File: config.mk
export PLATFORM = sky130hd
export DESIGN_NAME = debounce_bank
export DESIGN_NICKNAME = d
export VERILOG_FILES = /design/src/rtl/debounce_pkg.sv /design/src/rtl/debounce_channel.sv /design/src/rtl/debounce_bank.sv
export SDC_FILE = /design/constraint.sdc
export NUM_CORES = 1
export LEC_CHECK = 0
export ABC_AREA = 1
export CORE_ASPECT_RATIO = 1.25
export CORE_MARGIN = 2
export CORE_UTILIZATION = 55
export CTS_CLUSTER_DIAMETER = 50
export DETAILED_ROUTE_END_ITERATION = 6
export GPL_ROUTABILITY_DRIVEN = 0
export PLACE_DENSITY_LB_ADDON = 0.2
export SKIP_CTS_REPAIR_TIMING = 1
export SYNTH_ARGS = -nofsm -noshare
export SYNTH_HDL_FRONTEND = slang
export SYNTH_HIERARCHICAL = 1
export SYNTH_SLANG_ARGS = --single-unit
export TNS_END_PERCENT = 50
File: constraint.sdc
create_clock -name i_Clk -period 1.3 [get_ports i_Clk]
set_input_delay 0.13 -clock i_Clk [delete_from_list [all_inputs] [get_ports i_Clk]]
set_output_delay 0.13 -clock i_Clk [all_outputs]
set_load 0.1 [all_outputs]
File: src/rtl/debounce_pkg.sv
// Shared constants and helpers for the multi-channel switch debouncer.
package debounce_pkg;

  localparam int c_DEBOUNCE_LIMIT_10MS = 1000000;
  localparam int c_TEST_DEBOUNCE_LIMIT = 10;

  // Width of a counter that must hold values up to limit-1; never narrower than one bit.
  function automatic int cnt_width(input int limit);
    int w;
    w = $clog2(limit);
    return (w < 1) ? 1 : w;
  endfunction

endpackage

File: src/rtl/debounce_channel.sv
// One debouncer channel: synchroniser chain, stability counter, debounced level and edge pulses.
module debounce_channel
  import debounce_pkg::*;
#(
  parameter int   DEBOUNCE_LIMIT = c_DEBOUNCE_LIMIT_10MS,
  parameter int   SYNC_STAGES    = 2,
  parameter logic RESET_STATE    = 1'b0
) (
  input  logic clk,
  input  logic rst,
  input  logic raw,
  input  logic enable,
  output logic stable,
  output logic rise,
  output logic fall,
  output logic qualify
);

  localparam int CNT_W = cnt_width(DEBOUNCE_LIMIT);
  localparam logic [CNT_W-1:0] LAST = CNT_W'(DEBOUNCE_LIMIT - 1);

  logic [SYNC_STAGES-1:0] sync_q;
  logic [CNT_W-1:0]       count;
  logic                   sync_n;

  assign sync_n = sync_q[SYNC_STAGES-1];

  // High on the edge where the level flips; lets the bank register its summary in step with the pulses.
  assign qualify = enable && (sync_n != stable) && (count == LAST);

  always_ff @(posedge clk or posedge rst) begin
    if (rst) begin
      sync_q <= {SYNC_STAGES{RESET_STATE}};
      count  <= '0;
      stable <= RESET_STATE;
      rise   <= 1'b0;
      fall   <= 1'b0;
    end else begin
      sync_q <= {sync_q[SYNC_STAGES-2:0], raw};
      rise   <= 1'b0;
      fall   <= 1'b0;
      if (!enable || (sync_n == stable)) begin
        count <= '0;
      end else if (count == LAST) begin
        stable <= sync_n;
        count  <= '0;
        rise   <= sync_n;
        fall   <= ~sync_n;
      end else begin
        count <= count + CNT_W'(1);
      end
    end
  end

endmodule

File: src/rtl/debounce_bank.sv
// Bank of independent switch debouncers with a registered any-change flag aligned to the pulses.
module debounce_bank
  import debounce_pkg::*;
#(
  parameter int   NUM_CH         = 4,
  parameter int   DEBOUNCE_LIMIT = c_DEBOUNCE_LIMIT_10MS,
  parameter int   SYNC_STAGES    = 2,
  parameter logic RESET_STATE    = 1'b0
) (
  input  logic              i_Clk,
  input  logic              i_Reset,
  input  logic [NUM_CH-1:0] i_Switch,
  input  logic [NUM_CH-1:0] i_Enable,
  output logic [NUM_CH-1:0] o_Stable,
  output logic [NUM_CH-1:0] o_Rise,
  output logic [NUM_CH-1:0] o_Fall,
  output logic              o_Any_Change
);

  logic [NUM_CH-1:0] qualify;

  for (genvar n = 0; n < NUM_CH; n++) begin : gen_ch
    debounce_channel #(
      .DEBOUNCE_LIMIT (DEBOUNCE_LIMIT),
      .SYNC_STAGES    (SYNC_STAGES),
      .RESET_STATE    (RESET_STATE)
    ) u_ch (
      .clk     (i_Clk),
      .rst     (i_Reset),
      .raw     (i_Switch[n]),
      .enable  (i_Enable[n]),
      .stable  (o_Stable[n]),
      .rise    (o_Rise[n]),
      .fall    (o_Fall[n]),
      .qualify (qualify[n])
    );
  end

  // Built from the per-channel flip conditions so it lands in the same cycle as the pulses.
  always_ff @(posedge i_Clk or posedge i_Reset) begin
    if (i_Reset) begin
      o_Any_Change <= 1'b0;
    end else begin
      o_Any_Change <= |qualify;
    end
  end

endmodule

# After elaboration in Yosys (flattened, before gate mapping)
# Index checks and enable logic that the tools add are counted.
[classes] eq_ne=12 bitwise=8 n_addsub=4 n_reduce_logical=21 n_mux=24
[op_table] op="$mux 20" count=8
[op_table] op="$add 20x1->20 const B" count=4
[op_table] op="$eq 20x20->1 const B" count=4
[op_table] op="$mux 1" count=16
[op_table] op="$logic_and 1x1->1" count=8
[op_table] op="$not 1->1" count=8
[op_table] op="$reduce_and 2->1" count=4
[op_table] op="$eq 1x1->1" count=4
[op_table] op="$logic_not 1->1" count=4
[op_table] op="$logic_or 1x1->1" count=4
[op_table] op="$ne 1x1->1" count=4
[op_table] op="$reduce_or 4->1" count=1
[word_totals] output_inout_bits=13 reg_bits=101 input_bits=10 word_cells=90

# Depth between registers and ports, before layout
# Gate-level depths: netlist (run 1).
[logic_depth] depth_word=4 mapped_depth=9 ltp_nobuf=9

# Hierarchy
# The synthesis (run 1) kept the hierarchy.
[modules_own_cells] mod="debounce_channel" instances=4 seq_area_each_um2=625.6 cells_each=181 area_each_um2=1442.6
[modules_own_cells] mod="debounce_bank" instances=1 seq_area_each_um2=25.0 cells_each=5 area_each_um2=40.0

# Worst setup path after synthesis (run 1)
# No wires, ideal clock.
[synth_timing] path_type="register to register" start="register gen_ch[0].u_ch.stable" end="register gen_ch[0].u_ch.count[10]" setup_ns=0.071 path_stages_with_launch=6 arrival_ns=1.660 synth_period_minus_slack_ns=1.732 setup_slack_ns=-0.432 required_time_ns=1.229 path_buffers=1 path_cell_list="dfrtp_1 > nor2_1 > nor2_4 > inv_1 > buf_2 > nor2_1"
[synth_via] elab_chain_cells=3
[synth_lines] element="start, declared" line_no="debounce_channel.sv:13" text="output logic stable,"
[synth_lines] element="start signal, assigned" line_no="debounce_channel.sv:45" text="stable <= sync_n;"
[synth_lines] element="$eq 1x1->1" line_no="debounce_channel.sv:42" text="if (!enable || (sync_n == stable)) begin"
[synth_lines] element="$logic_or 1x1->1" line_no="debounce_channel.sv:42"
[synth_lines] element="$mux 20" line_no="debounce_channel.sv:42"
[synth_lines] element="end signal, assigned" line_no="debounce_channel.sv:50" text="count <= count + CNT_W'(1);"
[synth_lines] element="end, declared" line_no="debounce_channel.sv:23" text="logic [CNT_W-1:0] count;"
# Every way passes these cells.
# A chain may end at the register's enable or synchronous reset.

# Final worst setup path (run 1)
[layout_timing] start="register gen_ch[1].u_ch.count[1]" end="register o_Any_Change"
[layout_via] elab_chain_cells=3
[layout_lines] element="start, declared" line_no="debounce_channel.sv:23"
[layout_lines] element="start signal, assigned" line_no="debounce_channel.sv:50"
[layout_lines] element="$eq 20x20->1" line_no="debounce_channel.sv:29" text="assign qualify = enable && (sync_n != stable) && (count == LAST);"
[layout_lines] element="$logic_and 1x1->1" line_no="debounce_channel.sv:29"
[layout_lines] element="net qualify[1]" line_no="debounce_bank.sv:20" text="logic [NUM_CH-1:0] qualify;"
[layout_lines] element="$reduce_or 4->1" line_no="debounce_bank.sv:44" text="o_Any_Change <= |qualify;"
[layout_lines] element="end signal, assigned" line_no="debounce_bank.sv:44"
[layout_lines] element="end, declared" line_no="debounce_bank.sv:17" text="output logic o_Any_Change"
# The timed path passes the listed nets, and every way through them passes these cells.

==> run metrics, run 1 <==
status=complete, but fails checks; failing checks=negative setup slack; post-route cell area=7300 sq um; most frequent cells in the layout=nor2_1, nand2_1, dfrtp_1; post-synth net total=743; slowest stage delay, CP=390 ps; CP Max Fanout=4; final cycle utilization of the critical path=107%; leakage power=3.01 nW; Port Buf Inserts=22; Max stage delay cell, worst path=dfrtp_1; crit path DAT=1670 ps; via density per instance=5.44; Initial Util=56.9%; dominant cells by area after synthesis=dfrtp_1, nor2_1, nand2_1; Hold WC Path Type=input port to async pin; area growth from synthesis to layout=25.7%; layout cells sized above 1=32.0%; PD cells=845 nW/um^2; Max Cap Viol=0; final worst setup slack=-84.6 ps; Clock Pin Slew Worst Setup and Hold Paths=70 ps; Root Driver=clkbuf_16; Syn Inst Count=729; Max Buffers Root-to-Sink=2; initial antenna violation count=0; Nets=821; Die H=119 um; Final ANT Viol Nets=0; Total GRT Usage=25.2%; final hold vios=0; routed via count=5121; Setup crit start kind=flop; Final setup viols=43; Ports=23; synthesized area per cell=7.97 sq um; Max Fclk=722 MHz; CTS tree=yes; commonest non-fill, non-tap cell in the layout=nor2_1; number of CTS-inserted buffers=9; Slew Limit Headroom=72.8%; CTS H-tree lvls=3; drt initial violations=246; clk sinks=101; Crit Path Category=flop to flop; skew final=7.81 ps; setup TNS=-1080 ps; Core Rows=41; Worst-Skew Late Latency=350 ps; First-pass DRT Iterations=5; Die Width=95.9 um; RSZ-0062 raised after global routing=yes; core area=10200 sq um; DRT Wirelength=13900 um; sequential share of the synthesized area=43.5%; Avg WL per Cell=14.7 um; post-synth top area share=43.5%; largest net degree at the start of global routing=26; Slew Limit Fails=0; Syn. warnings=6; min Tclk post-route=1380 ps; post-synth top area cell=dfrtp_1; # diodes=0; die area=11400 sq um; detailed placement HPWL=9900 um; Peak supply drop=0.000604 V; flops & latches, synth=101; worst-margin pin slew=404 ps; number of global-route vias before repair=5001; first-pass GRT wire length=22600 um; data required time of the critical path=1590 ps; crit-path cells=ha_4, nand3_4, nor2_4, nand4_1, inv_1, nor2_2, nand2_1; unique cell type count in the Yosys netlist=23; synthesized cell area=5810 sq um; GRT overflow=0; DRC Markers=0; placed cell areas=6620 sq um; crit end category=flop
## worst paths after layout
check,slack [ps],end,cells after the start,start
worst max-delay path,-80,o_Any_Change$_DFF_PP0_,7,gen_ch[1].u_ch/count[1]$_DFF_PP0_
worst min-delay path,80,o_Any_Change$_DFF_PP0_,2,i_Reset
worst max register to register,-80,o_Any_Change$_DFF_PP0_,7,gen_ch[1].u_ch/count[1]$_DFF_PP0_
worst min register to register,350,gen_ch[2].u_ch/sync_q[1]$_DFF_PP0_,0,gen_ch[2].u_ch/sync_q[0]$_DFF_PP0_
max in group asynchronous,750,gen_ch[1].u_ch/count[10]$_DFF_PP0_,3,i_Reset
min in group i_Clk,220,gen_ch[2].u_ch/sync_q[0]$_DFF_PP0_,1,i_Switch[2]
## metal layers
metal / up-vias / share of wire [%] / track usage (%)
li1: 2455 / - / -
met1: 2469 / 39 / 30.4
met2: 154 / 53 / 43.8
met3: 43 / 4.3 / 3.48
met4: 0 / 3.5 / 11.1
met5: - / 0 / 0
## state kept, by name (all words and copies together) (netlist names)
register and cells:
gen_ch.u_ch/count 80, gen_ch.u_ch/fall 4, gen_ch.u_ch/rise 4, gen_ch.u_ch/stable 4
gen_ch.u_ch/sync_q 8, o_Any_Change 1
## Yosys cell counts
cell      number
a21oi_1        8
a21oi_2        4
buf_2          4
dfrtp_1      101
ha_1           4
inv_1         61
inv_2         16
nand2_1      137
nand2_2       12
nand2_4       12
nand3_1       44
nand3_2       12
nand4_1       28
nor2_1       170
nor2_2        20
nor2_4        32
nor3_1         4
nor3_2         4
o21ai_0        4
o21ai_1       12
o21bai_1       4
xnor2_1       16
xor2_1        20
## worst max-delay path: cells and delay by family, from the launching register on
kind | cells | cell delay (ps)
buffers and inverters | 1 | 140
and+or+nand+nor | 5 | 630
adders and majority gates | 1 | 160
DFF | 1 | 390
## cell type report
type / instances / area (sq um)
clock buffers: 12 / 246
well taps: 129 / 161
repair buffers: 71 / 756
multi-input cells: 547 / 3240
fillers: 729 / 2900
clock inverters: 4 / 48.8
inverters: 77 / 289
flip-flops and latches: 101 / 2560
## metrics by stage
stage / utilization [%] / setup WS, ps / hold WS, ps / power, mW / instances
finish: 71.6 / -84.6 / 81.8 / 6.17 / 941
global route: 71.6 / -144 / 103 / 6.41 / 941
CTS: 67.8 / -122 / 77.8 / 6.23 / 924
detailed placement: 64.9 / -77.9 / 335 / 3.53 / 908
global placement: 64.9 / -70.7 / 332 / 3.52 / 908
floorplan: - / -28.7 / -141 / 3.40 / 729
## logic make-up after synthesis
kind of cell / Yosys count / share of synthesized area (%)
AO/OA/AOI/OAI: 32 / 3.19
XOR/XNOR: 36 / 5.43
adder cells (fa/ha/maj): 4 / 0.861
buffers and inverters: 81 / 5.32
flip-flops: 101 / 43.5
AND/OR/NAND/NOR: 475 / 41.7
## where the power goes
part	internal, mW	total, mW	switching, mW
clock	1.54	2.69	1.15
combinational	0.114	0.296	0.182
sequential	3.17	3.19	0.0240
total	4.82	6.17	1.35
(Power assumes the default switching activity.)
==> inputs of run 2 (changes only) <==
--- a/config.mk
+++ b/config.mk
@@ -9,7 +9,7 @@
 export CORE_ASPECT_RATIO = 1.25
 export CORE_MARGIN = 2
 export CORE_UTILIZATION = 55
-export CTS_CLUSTER_DIAMETER = 50
+export CTS_CLUSTER_DIAMETER = 80
 export DETAILED_ROUTE_END_ITERATION = 6
 export GPL_ROUTABILITY_DRIVEN = 0
 export PLACE_DENSITY_LB_ADDON = 0.2
==> results of run 2 <==
No change in the layout: final DEF, timing and power equal those of run 1.
